### src/rtl/seq_scheduler.sv
// Command-byte scheduler driving a pattern sequencer: SET_MODE / RUN / LOAD / ABORT.
// Optional load watchdog enabled by defining SEQ_SCHEDULER_TIMEOUT_EN.
module seq_scheduler #(
  parameter int SEQ_LEN = 64,
  parameter int GAP     = 4
) (
  input  logic       clk,
  input  logic       rst_n,
  input  logic       cmd_valid,
  input  logic [7:0] cmd_data,
  output logic       cmd_ready,
  output logic       seq_en,
  output logic [1:0] mode,
  output logic       wr,
  output logic       stb,
  output logic [7:0] dato,
  output logic       busy,
  output logic       done,
  output logic       err,
  output logic [2:0] dbg_state
);

  // Handshake: a byte transfers on the rising clk edge where cmd_valid && cmd_ready.
  // SEQ_LEN >= 2 and GAP >= 1 are assumed: the pulse cycle counts toward SEQ_LEN.
  localparam int TMAX = (SEQ_LEN > GAP) ? SEQ_LEN : GAP;
  localparam int TW   = $clog2(TMAX + 1);
  localparam logic [TW-1:0] WAIT_LAST = TW'(SEQ_LEN - 2);
  localparam logic [TW-1:0] GAP_LAST  = TW'(GAP - 1);

  localparam logic [1:0] OP_SET_MODE = 2'b00;
  localparam logic [1:0] OP_RUN      = 2'b01;
  localparam logic [1:0] OP_LOAD     = 2'b10;
  localparam logic [1:0] OP_ABORT    = 2'b11;

  typedef enum logic [2:0] {
    S_IDLE      = 3'd0,
    S_LD_SETUP  = 3'd1,
    S_LD_STB    = 3'd2,
    S_LD_WAIT   = 3'd3,
    S_RUN_PULSE = 3'd4,
    S_RUN_WAIT  = 3'd5,
    S_RUN_GAP   = 3'd6
  } state_t;

  state_t          state;
  logic [7:0]      ld_cnt;
  logic [6:0]      rep_cnt;
  logic [TW-1:0]   tmr;
  logic            accept;
  logic [1:0]      opcode;
  logic            run_abort;
  logic            tmo_hit;

  assign accept    = cmd_valid & cmd_ready;
  assign opcode    = cmd_data[7:6];
  assign run_abort = accept && (opcode == OP_ABORT);
  assign dbg_state = state;

`ifdef SEQ_SCHEDULER_TIMEOUT_EN
  logic [15:0] tmo;

  // tmo holds the number of cycles since the last accepted byte (or since LOAD started),
  // so the IDLE-with-err cycle lands 65535 cycles after that acceptance.
  always_ff @(posedge clk or negedge rst_n) begin
    if (!rst_n) begin
      tmo <= 16'd0;
    end else if (state == S_IDLE || accept) begin
      tmo <= 16'd0;
    end else if (state == S_LD_WAIT || state == S_LD_SETUP || state == S_LD_STB) begin
      tmo <= tmo + 16'd1;
    end
  end

  assign tmo_hit = (state == S_LD_WAIT) && !accept && (tmo == 16'hFFFE);

  always_ff @(posedge clk or negedge rst_n) begin
    if (!rst_n) begin
      err <= 1'b0;
    end else if (tmo_hit) begin
      err <= 1'b1;
    end
  end
`else
  assign tmo_hit = 1'b0;
  assign err     = 1'b0;
`endif

  always_ff @(posedge clk or negedge rst_n) begin
    if (!rst_n) begin
      state     <= S_IDLE;
      cmd_ready <= 1'b0;
      seq_en    <= 1'b0;
      mode      <= 2'b01;
      wr        <= 1'b0;
      stb       <= 1'b0;
      dato      <= 8'd0;
      busy      <= 1'b0;
      done      <= 1'b0;
      ld_cnt    <= 8'd0;
      rep_cnt   <= 7'd0;
      tmr       <= '0;
    end else begin
      seq_en <= 1'b0;
      stb    <= 1'b0;
      done   <= 1'b0;
      case (state)
        S_IDLE: begin
          cmd_ready <= 1'b1;
          if (accept) begin
            case (opcode)
              OP_SET_MODE: mode <= cmd_data[1:0];
              OP_RUN: begin
                rep_cnt <= (cmd_data[5:0] == 6'd0) ? 7'd64 : {1'b0, cmd_data[5:0]};
                seq_en  <= 1'b1;
                busy    <= 1'b1;
                state   <= S_RUN_PULSE;
              end
              OP_LOAD: begin
                wr     <= 1'b1;
                busy   <= 1'b1;
                ld_cnt <= 8'd0;
                state  <= S_LD_WAIT;
              end
              default: ;
            endcase
          end
        end

        // Every byte is pattern data here; ABORT is deliberately not decoded.
        S_LD_WAIT: begin
          if (accept) begin
            dato      <= cmd_data;
            cmd_ready <= 1'b0;
            state     <= S_LD_SETUP;
          end else if (tmo_hit) begin
            wr    <= 1'b0;
            busy  <= 1'b0;
            state <= S_IDLE;
          end
        end

        S_LD_SETUP: begin
          stb   <= 1'b1;
          state <= S_LD_STB;
        end

        S_LD_STB: begin
          cmd_ready <= 1'b1;
          ld_cnt    <= ld_cnt + 8'd1;
          if (ld_cnt == 8'd127) begin
            wr    <= 1'b0;
            busy  <= 1'b0;
            done  <= 1'b1;
            state <= S_IDLE;
          end else begin
            state <= S_LD_WAIT;
          end
        end

        S_RUN_PULSE: begin
          if (run_abort) begin
            busy    <= 1'b0;
            rep_cnt <= 7'd0;
            state   <= S_IDLE;
          end else begin
            tmr   <= '0;
            state <= S_RUN_WAIT;
          end
        end

        // The final pass skips the gap and finishes straight from the wait.
        S_RUN_WAIT: begin
          if (run_abort) begin
            busy    <= 1'b0;
            rep_cnt <= 7'd0;
            tmr     <= '0;
            state   <= S_IDLE;
          end else if (tmr == WAIT_LAST) begin
            tmr <= '0;
            if (rep_cnt == 7'd1) begin
              rep_cnt <= 7'd0;
              busy    <= 1'b0;
              done    <= 1'b1;
              state   <= S_IDLE;
            end else begin
              state <= S_RUN_GAP;
            end
          end else begin
            tmr <= tmr + 1'b1;
          end
        end

        S_RUN_GAP: begin
          if (run_abort) begin
            busy    <= 1'b0;
            rep_cnt <= 7'd0;
            tmr     <= '0;
            state   <= S_IDLE;
          end else if (tmr == GAP_LAST) begin
            tmr     <= '0;
            rep_cnt <= rep_cnt - 7'd1;
            seq_en  <= 1'b1;
            state   <= S_RUN_PULSE;
          end else begin
            tmr <= tmr + 1'b1;
          end
        end

        default: begin
          busy  <= 1'b0;
          wr    <= 1'b0;
          state <= S_IDLE;
        end
      endcase
    end
  end

endmodule

### config.mk
export PLATFORM = sky130hd
export DESIGN_NAME = seq_scheduler
export DESIGN_NICKNAME = d
export VERILOG_FILES = /design/src/rtl/seq_scheduler.sv
export SDC_FILE = /design/constraint.sdc
export NUM_CORES = 1
export LEC_CHECK = 0
export BUFFER_PORTS_ARGS = -buffer_cell sky130_fd_sc_hd__buf_4
export CAP_MARGIN = 40
export CORE_MARGIN = 5
export CORE_UTILIZATION = 40
export CTS_CLUSTER_SIZE = 24
export DETAILED_ROUTE_END_ITERATION = 12
export GPL_ROUTABILITY_DRIVEN = 0
export PLACE_DENSITY_LB_ADDON = 0.3
export SLEW_MARGIN = 10
export SYNTH_ARGS = -nofsm -noshare
export SYNTH_HDL_FRONTEND = slang
export SYNTH_SLANG_ARGS = --single-unit
### constraint.sdc
create_clock -name clk -period 1.95 [get_ports clk]
set_clock_uncertainty 0.05 [all_clocks]
set_input_delay 0.195 -clock clk [delete_from_list [all_inputs] [get_ports clk]]
set_output_delay 0.195 -clock clk [all_outputs]
set_load 0.005 [all_outputs]
Word-level counts from Yosys, hierarchy flattened
Index checks and enable logic that the tools add are counted.
{"block": "totals", "regBits": 41, "latch_bits": 0, "ramBits": 0, "rom_bits": 0, "input_bits": 11, "output_inout_bits": 20, "elab_cells": 120, "memories": 0}
{"block": "classes", "addsub": 3, "mul": 0, "div_mod_pow": 0, "n_lt_le_gt_ge": 0, "n_eq_ne": 26, "shift": 0, "mux": 54, "bitwise_logic": 3, "n_reduce_logical": 22}
{"op": "2-to-1 mux 7 bit", "n": 14}
{"op": "case mux 7 bit (4 select lines)", "n": 1}
{"op": "2-to-1 mux 3 bit", "n": 8}
{"op": "case mux 3 bit (7 select lines)", "n": 1}
{"op": "case mux 7 bit (3 select lines)", "n": 1}
{"op": "2-to-1 mux 1 bit", "n": 19}
{"op": "2-to-1 mux 8 bit", "n": 2}
{"op": "case mux 8 bit (2 select lines)", "n": 1}
{"op": "AND reduction 7 bit", "n": 2}
{"op": "!= test 2 bit (second input constant)", "n": 6}
{"op": "== test 3 bit (second input constant)", "n": 3}
{"op": "!= test 3 bit (second input constant)", "n": 3}
{"op": "adder 8 x 1 -> 8 bit (second input constant)", "n": 1}
{"op": "== test 8 x 7 -> 1 bit (second input constant)", "n": 1}
{"op": "OR reduction 2 bit", "n": 4}
{"op": "adder 7 x 1 -> 7 bit (second input constant)", "n": 1}
{"op": "== test 7 x 1 -> 1 bit (second input constant)", "n": 1}
{"op": "== test 7 x 2 -> 1 bit (second input constant)", "n": 1}
{"op": "== test 7 x 6 -> 1 bit (second input constant)", "n": 1}
{"op": "subtractor 7 x 1 -> 7 bit (second input constant)", "n": 1}
{"op": "== test 3 x 2 -> 1 bit (second input constant)", "n": 2}
{"op": "logical NOT 6 bit", "n": 1}
{"op": "!= test 2 x 1 -> 1 bit (second input constant)", "n": 3}
{"op": "case mux 1 bit (2 select lines)", "n": 3}
{"op": "other kinds (21)", "n": 27}

Logic depth before layout (Yosys ltp)
Gate-level depths: netlist of the first run.
{"block": "depth", "ltp_word": 5, "depth_mapped": 8}

Worst setup path before layout of the first run
Ideal clock, no wire load.
{"block": "synth_path", "path_kind": "register to register", "from": "reg tmr[0]", "to": "reg state[1] (netlist: dbg_state[1])", "setup_time_ns": 0.128, "arrival_time_ns": 1.819, "setup_slack_ns": -0.046, "stages_incl_launch_ff": 8, "path_buffers": 0, "cell_sequence": "dfrtp_1 > inv_1 > ha_1 > nand4b_1 > nor2_1 > a2bb2oi_1 > o21ai_2 > mux2_1"}
{"block": "synth_via", "elab_chain_cells": 3}
{"item": "from (decl)", "line": "48", "rtl": "logic [TW-1:0] tmr;"}
{"item": "from (signal assigned)", "line": "189", "rtl": "tmr <= tmr + 1'b1;"}
{"item": "from (signal assigned)", "line": "205", "rtl": "tmr <= tmr + 1'b1;"}
{"item": "== test 7 x 2 -> 1 bit / == test 7 x 6 -> 1 bit (equally long branches)", "line": "199, 178"}
{"item": "!= test 3 bit (no line)"}
{"item": "AND reduction 5 bit (no line) (*)"}
{"item": "to (signal assigned)", "line": "198", "rtl": "state <= S_IDLE;"}
{"item": "to (signal assigned)", "line": "203", "rtl": "state <= S_RUN_PULSE;"}
{"item": "to (signal assigned)", "line": "212", "rtl": "state <= S_IDLE;"}
{"item": "to (decl)", "line": "45", "rtl": "state_t state;"}
Every way passes the cells marked *; elsewhere a longest branch is shown, timed or not.
A chain may end at the register's enable or synchronous reset.

Worst setup path after layout of the first run
{"block": "layout_path", "from": "reg rep_cnt[1]", "to": "reg rep_cnt[6]"}
{"block": "layout_via", "elab_chain_cells": 4}
{"item": "from (decl)", "line": "47", "rtl": "logic [6:0] rep_cnt;"}
{"item": "from (signal assigned)", "line": "113", "rtl": "rep_cnt <= (cmd_data[5:0] == 6'd0) ? 7'd64 : {1'b0, cmd_data[5:0]};"}
{"item": "from (signal assigned)", "line": "201", "rtl": "rep_cnt <= rep_cnt - 7'd1;"}
{"item": "subtractor 7 x 1 -> 7 bit", "line": "201"}
{"item": "2-to-1 mux 7 bit", "line": "199", "rtl": "end else if (tmr == GAP_LAST) begin"}
{"item": "2-to-1 mux 7 bit", "line": "194", "rtl": "if (run_abort) begin"}
{"item": "case mux 7 bit (4 select lines)", "line": "106", "rtl": "case (state)"}
Parallel ways exist; a longest one is shown, timed or not. The select of a mux whose other input is x is not followed.

==> results.sh, run 1 <==
export IMPL_yosysTopAreaCellShare=0.4327
export IMPL_final_nets=314
export IMPL_cp_slowest_cell="dfrtp_1"
export IMPL_pwr_share_seq=0.347
export IMPL_worstSetupPathType="register to register"
export IMPL_timing_final_hold_violations=0
export IMPL_grt_start_max_net_pins=42
export IMPL_cp_max_fo=5
export IMPL_dp_cells=355
export IMPL_synth_area_mux_share=0.06220
export IMPL_viasPerCell=5.316
export IMPL_syn_num_nets=262
export IMPL_clk_pin_slew_worst_paths_ns=0.08
export IMPL_drv_slew=0
export IMPL_areaGrowthSynthToFinish_pct=27.10
export IMPL_async_flop_share=1.000
export IMPL_grt_pass1_vias=1982
export IMPL_setup_viol=0
export IMPL_worst_pin_slew_ns=0.5096
export IMPL_syn_avg_cell_area_um2=9.560
export IMPL_wl_per_cell_um=15.10
export IMPL_p_clk_frac=0.128
export IMPL_yosys_area_share_simple=0.2034
export IMPL_die_h_um=86.05
export IMPL_die_area_um2=7405
export IMPL_whs_ns=0.1001
export IMPL_p_leak_nw=1.336
export IMPL_vias=1951
export IMPL_cp_required_ns=2.06
export IMPL_slew_headroom=0.6603
export IMPL_yosysTopAreaCell="dfrtp_1"
export IMPL_maxCapViolCount=0
export IMPL_status="finished, final reports clean"
export IMPL_path_delay_family="compound AO/OA/AOI/OAI gates"
export IMPL_synth_xor_area_frac=0.02271
export IMPL_slowest_delay_ns=0.38
export IMPL_drtIter0Drc=47
export IMPL_synth_top_family_by_area="simple AND/OR/NAND/NOR gates"
export IMPL_period_share=0.9721
export IMPL_io_buffers=29
export IMPL_rsz0062_at_grt="yes"
export IMPL_ys_warn_count=0
export IMPL_power_frac_comb=0.525
export IMPL_p_switching_mw=1.656
export IMPL_crit_chain="inv_1 -> ha_1 -> nor4b_4 -> nand2_1 -> o21a_1 -> buf_4 -> o41ai_4 -> o21ai_1"
export IMPL_fmax_mhz=527.5
export IMPL_path_depth=8
export IMPL_synth_compound_area_frac=0.1725
export IMPL_arrival_ns=2.01
export IMPL_cellPowerDensity_nw_per_um2=1419
export IMPL_synthCells=242
export IMPL_period_needed_ns=1.896
export IMPL_synth_most_common_cell="dfrtp_1"
export IMPL_syn_cell_area_um2=2313
export IMPL_num_rows=27
export IMPL_antenna_left=0
export IMPL_n_antenna_cell=0
export IMPL_initial_core_util=0.4150
export IMPL_netlist_top_cells_count="dfrtp_1 (40), nor2_1 (25), nand2_1 (21)"
export IMPL_drc=0
export IMPL_start_kind="register"
export IMPL_cp_end_kind="register"
export IMPL_core_area_um2=5574
export IMPL_finalNonFillerCells=367
export IMPL_cts_root_buf="clkbuf_8"
export IMPL_swShare=0.3970
export IMPL_stdcell_area_um2=2940
export IMPL_synthTopCellsByArea="dfrtp_1 (43%), ha_1 (4.9%), mux2_2 (4.9%), nor2_1 (4.1%), nand2_1 (3.4%)"
export IMPL_crit_buf_inv=2
export IMPL_io_pins=31
export IMPL_cts_sinks=41
export IMPL_dominantRegCellSynth="dfrtp_1"
export IMPL_synthAdderAreaFrac=0.04867
export IMPL_clk_latency_ns=0.29
export IMPL_hp_class="input port to register"
export IMPL_cts_htree_levels=2
export IMPL_place_area_um2=2730
export IMPL_dpl_hpwl_mm=4.165
export IMPL_wl_mm=5.542
export IMPL_p_int_mw=2.515
export IMPL_grt_pass1_wl_mm=9.252
export IMPL_regArea_um2=1028
export IMPL_multi_input_area_um2=1279
export IMPL_globalRouteOverflowTotal=0
export IMPL_p_total_mw=4.171
export IMPL_synth_edf_count=0
export IMPL_clockBufferDepth=2
export IMPL_cts_inserted_buffers=5
export IMPL_ys_types=57
export IMPL_ys_seq_elements=41
export IMPL_synth_seq_area_share=0.4440
export IMPL_drive_gt1_frac=0.3085
export IMPL_ir_worst_vdd_mv=0.6211
export IMPL_first_pass_iters=4
export IMPL_fillers=547
export IMPL_whs_path_depth=2
export IMPL_track_usage=0.1539
export IMPL_reg2reg_depth=8
export IMPL_cts_tree="done"
export IMPL_antenna_found_initial=0
export IMPL_die_w_um=86.05
sequential cells by signal, summed over array words and instances (netlist names):
register,count
busy,1
tmr,7
done,1
cmd_ready,1
wr,1
dato,8
mode,2
rep_cnt,7
seq_en,1
dbg_state,3
stb,1
ld_cnt,8
cells in the final DEF, fill, tap and decap left out, types with 4 or more instances in the layout:
| cell | instances |
|---|---|
| buf_4 | 53 |
| dfrtp_1 | 39 |
| nor2_1 | 25 |
| nand2_1 | 21 |
| a21oi_1 | 13 |
| inv_1 | 10 |
| o21ai_0 | 10 |
| mux2_2 | 10 |
| nand3_1 | 8 |
| ha_1 | 8 |
| nor3_1 | 6 |
| nor2b_1 | 6 |
| o21ai_1 | 5 |
| clkbuf_8 | 5 |
| nand2b_1 | 4 |
| o41ai_2 | 4 |
per-layer routing:
layer | global-route usage | vias to the layer above | part of all wire
met4 | 0.04317 | 0 | 0.016
met1 | 0.1987 | 921 | 0.43
met2 | 0.2509 | 54 | 0.49
met3 | 0.04419 | 9 | 0.063
li1 | - | 967 | -
met5 | 0 | - | 0
per-stage QoR:
stage	setup slack, ns	TNS (ns)	utilization
2_1_floorplan	0.02962	0	-
3_3_place_gp	0.0005028	0	0.4898
3_5_place_dp	-0.07125	-0.2418	0.4898
4_1_cts	0.001559	0	0.5075
5_1_grt	-0.04646	-0.1242	0.5275
6_report	0.05440	0	0.5275
layout make-up:
| class | count | area share |
|---|---|---|
| tap | 72 | 0.03064 |
| clock inverter | 2 | 0.003404 |
| sequential | 41 | 0.3498 |
| multi-input combinational | 180 | 0.4349 |
| timing repair buffer | 55 | 0.1426 |
| inverter | 11 | 0.01404 |
| clock buffer | 6 | 0.02468 |
kinds of logic after synthesis:
kind of cell | after synthesis
simple gates | 94
fa+ha+maj | 9
mux | 13
compound gates | 57
xor+xnor | 6
buf+inv | 21
other cells | 1
flops | 41
power by group through the flow:
stage	registers [mW]	clock network (mW)	logic, mW
2_1_floorplan	1.37	0	1.25
3_3_place_gp	1.42	0	2.01
3_5_place_dp	1.43	0	2.05
4_1_cts	1.42	0.547	2.06
5_1_grt	1.49	0.591	2.43
6_report	1.45	0.535	2.19
worst paths after layout:
path,start,end,slack [ns]
min in group asynchronous,rst_n,dato[3],0.37
hold reg to reg,busy,busy,0.46
setup / recovery,rep_cnt[1],rep_cnt[6],0.05
max in group asynchronous,rst_n,dbg_state[2],1.10
hold / removal,cmd_data[3],dato[3],0.10
setup reg to reg,rep_cnt[1],rep_cnt[6],0.05
what timing repair did:
item | in CTS | in global routing
hold endpoints to repair | 40 | 0
buffers inserted | 0 | 3
hold buffers | 1 | 0
pin swaps | 0 | 2
resized for setup | 1 | 16
endpoints found under the setup margin | 7 | 20
(Power assumes the default switching activity.)
==> run 2, diff against run 1 <==
GPL_TIMING_DRIVEN = 0   (was unset)
==> run 2 against run 1 <==
First-iteration DRC count rose to 2.5 times the previous value. Combinational power down 3%. Sequential cell count unchanged. Routed wire length down 1.3%. Setup slack worse by 0.029 ns. Register-to-register slack worse by 0.03 ns. Non-clock buffer count down 3. Sequential share of layout area up 0.087 points. Largest power group unchanged.
==> results.sh, run 2 (synthesized netlist as in run 1, its figures left out) <==
export IMPL_status="finished, final reports clean"
export IMPL_wl_mm=5.470
export IMPL_slew_headroom=0.6362
export IMPL_worstSetupPathType="register to register"
export IMPL_start_kind="register"
export IMPL_drv_slew=0
export IMPL_grt_pass1_wl_mm=9.239
export IMPL_areaGrowthSynthToFinish_pct=26.93
export IMPL_crit_chain="and3b_2 -> and2_4 -> o2bb2ai_4 -> or3_1 -> buf_6 -> mux2i_1"
export IMPL_layout_commonest_cell="buf_4"
export IMPL_die_area_um2=7405
export IMPL_cellPowerDensity_nw_per_um2=1442
export IMPL_initial_core_util=0.4150
export IMPL_hp_class="input port to register"
export IMPL_grt_start_max_net_pins=42
export IMPL_antenna_found_initial=0
export IMPL_cts_inserted_buffers=5
export IMPL_power_frac_comb=0.501
export IMPL_core_area_um2=5574
export IMPL_finalNonFillerCells=365
export IMPL_drtIter0Drc=118
export IMPL_p_clk_frac=0.158
export IMPL_timing_final_hold_violations=0
export IMPL_track_usage=0.1535
export IMPL_clk_latency_ns=0.29
export IMPL_final_nets=312
export IMPL_io_buffers=29
export IMPL_setup_viol=0
export IMPL_io_pins=31
export IMPL_cts_tree="done"
export IMPL_p_switching_mw=1.631
export IMPL_cp_max_fo=10
export IMPL_grt_pass1_vias=1941
export IMPL_maxCapViolCount=0
export IMPL_clk_pin_slew_worst_paths_ns=0.08
export IMPL_fmax_mhz=519.5
export IMPL_num_rows=27
export IMPL_fillers=519
export IMPL_dp_cells=343
export IMPL_n_antenna_cell=0
export IMPL_cts_htree_levels=2
export IMPL_antenna_left=0
export IMPL_clockBufferDepth=2
export IMPL_slowest_delay_ns=0.49
export IMPL_globalRouteOverflowTotal=0
export IMPL_period_needed_ns=1.925
export IMPL_wl_per_cell_um=14.99
export IMPL_viasPerCell=5.414
export IMPL_cp_slowest_cell="dfrtp_2"
export IMPL_final_cell_mix="buf_4 (45), dfrtp_1 (38), nor2_1 (24)"
export IMPL_cp_required_ns=2.08
export IMPL_cts_sinks=41
export IMPL_cts_root_buf="clkbuf_8"
export IMPL_tns_ns=0
export IMPL_drc=0
export IMPL_pwr_share_seq=0.341
export IMPL_ir_worst_vdd_mv=0.5725
export IMPL_die_h_um=86.05
export IMPL_p_leak_nw=1.311
export IMPL_period_share=0.9872
export IMPL_largest_registers="dato: 8 flops, ld_cnt: 8 flops"
export IMPL_arrival_ns=2.06
export IMPL_worst_pin_slew_ns=0.5320
export IMPL_cp_end_kind="register"
export IMPL_swShare=0.3853
export IMPL_drive_gt1_frac=0.3038
export IMPL_whs_ns=0.1080
export IMPL_vias=1976
export IMPL_p_int_mw=2.602
export IMPL_die_w_um=86.05
export IMPL_dpl_hpwl_mm=3.775
export IMPL_first_pass_iters=4
export IMPL_rsz0062_at_grt="yes"
-- run 2: changes by cell type in the layout (fill, tap and decap cells not counted), moves of 3 or more --
cell and change:
buf_4 -8, nor2_4 +3, o41ai_1 +4, o41ai_2 -3
-- run 2: area by class of cell --
class,count,area [um2],share of cell area
clock inverters,2,35.03,0.01193
flip-flops and latches,41,1030,0.3507
repair buffers,44,332.8,0.1133
inverters,11,41.29,0.01406
clock buffers,6,72.57,0.02471
well taps,72,90.09,0.03068
multi-input cells,181,1280,0.4359
plain buffers,8,55.05,0.01875
-- run 2: final timing paths --
path                         startpoint           end  slack (ns)  cells past startpoint
max in group asynchronous         rst_n  dbg_state[2]        1.09                      2
min in group asynchronous         rst_n        tmr[6]        0.38                      2
min                         cmd_data[2]       dato[2]        0.11                      2
max reg2reg                dbg_state[2]    rep_cnt[1]        0.02                      6
max                        dbg_state[2]    rep_cnt[1]        0.02                      6
min reg2reg                     dato[6]       dato[6]        0.46                      1
-- run 2: metal layers --
metal / wire, um / track usage
met4: 68 / 0.04604
met1: 2545 / 0.2047
met2: 2550 / 0.2425
met3: 305 / 0.04227
met5: 0 / 0
-- run 2: repair_timing --
| action | in CTS | in global routing |
|---|---|---|
| gates resized for setup | 16 | 12 |
| hold buffers | 1 | 0 |
| gates cloned | 0 | 1 |
| setup buffers | 8 | 7 |
| setup endpoints to repair | 21 | 22 |
| hold endpoints to repair | 40 | 0 |
| pin swaps | 3 | 7 |
-- run 2: power groups by stage --
stage               logic [mW]  registers (mW)  clock network, mW
finish                    2.12            1.44              0.670
global route              2.37            1.49              0.727
CTS                       1.99            1.43              0.690
detailed placement        1.87            1.39                  0
global placement          1.84            1.39                  0
floorplan                 1.25            1.37                  0
-- run 2: critical path: cells and delay by family, from the launching register on --
family | cells | cell delay, ns
and+or+nand+nor | 3 | 0.85
DFF | 1 | 0.49
AOI/OAI and AO/OA | 1 | 0.15
buffers and inverters | 1 | 0.15
muxes | 1 | 0.11
-- run 2: per-stage QoR --
stage	worst slack, ns	utilization	total power [mW]	cell area (um2)
floorplan	0.02962	-	2.619	2320
global placement	-0.1863	0.4714	3.233	2628
detailed placement	-0.2044	0.4714	3.261	2628
CTS	-0.001600	0.5147	4.115	2869
global route	-0.08339	0.5268	4.584	2937
finish	0.02499	0.5268	4.234	2937
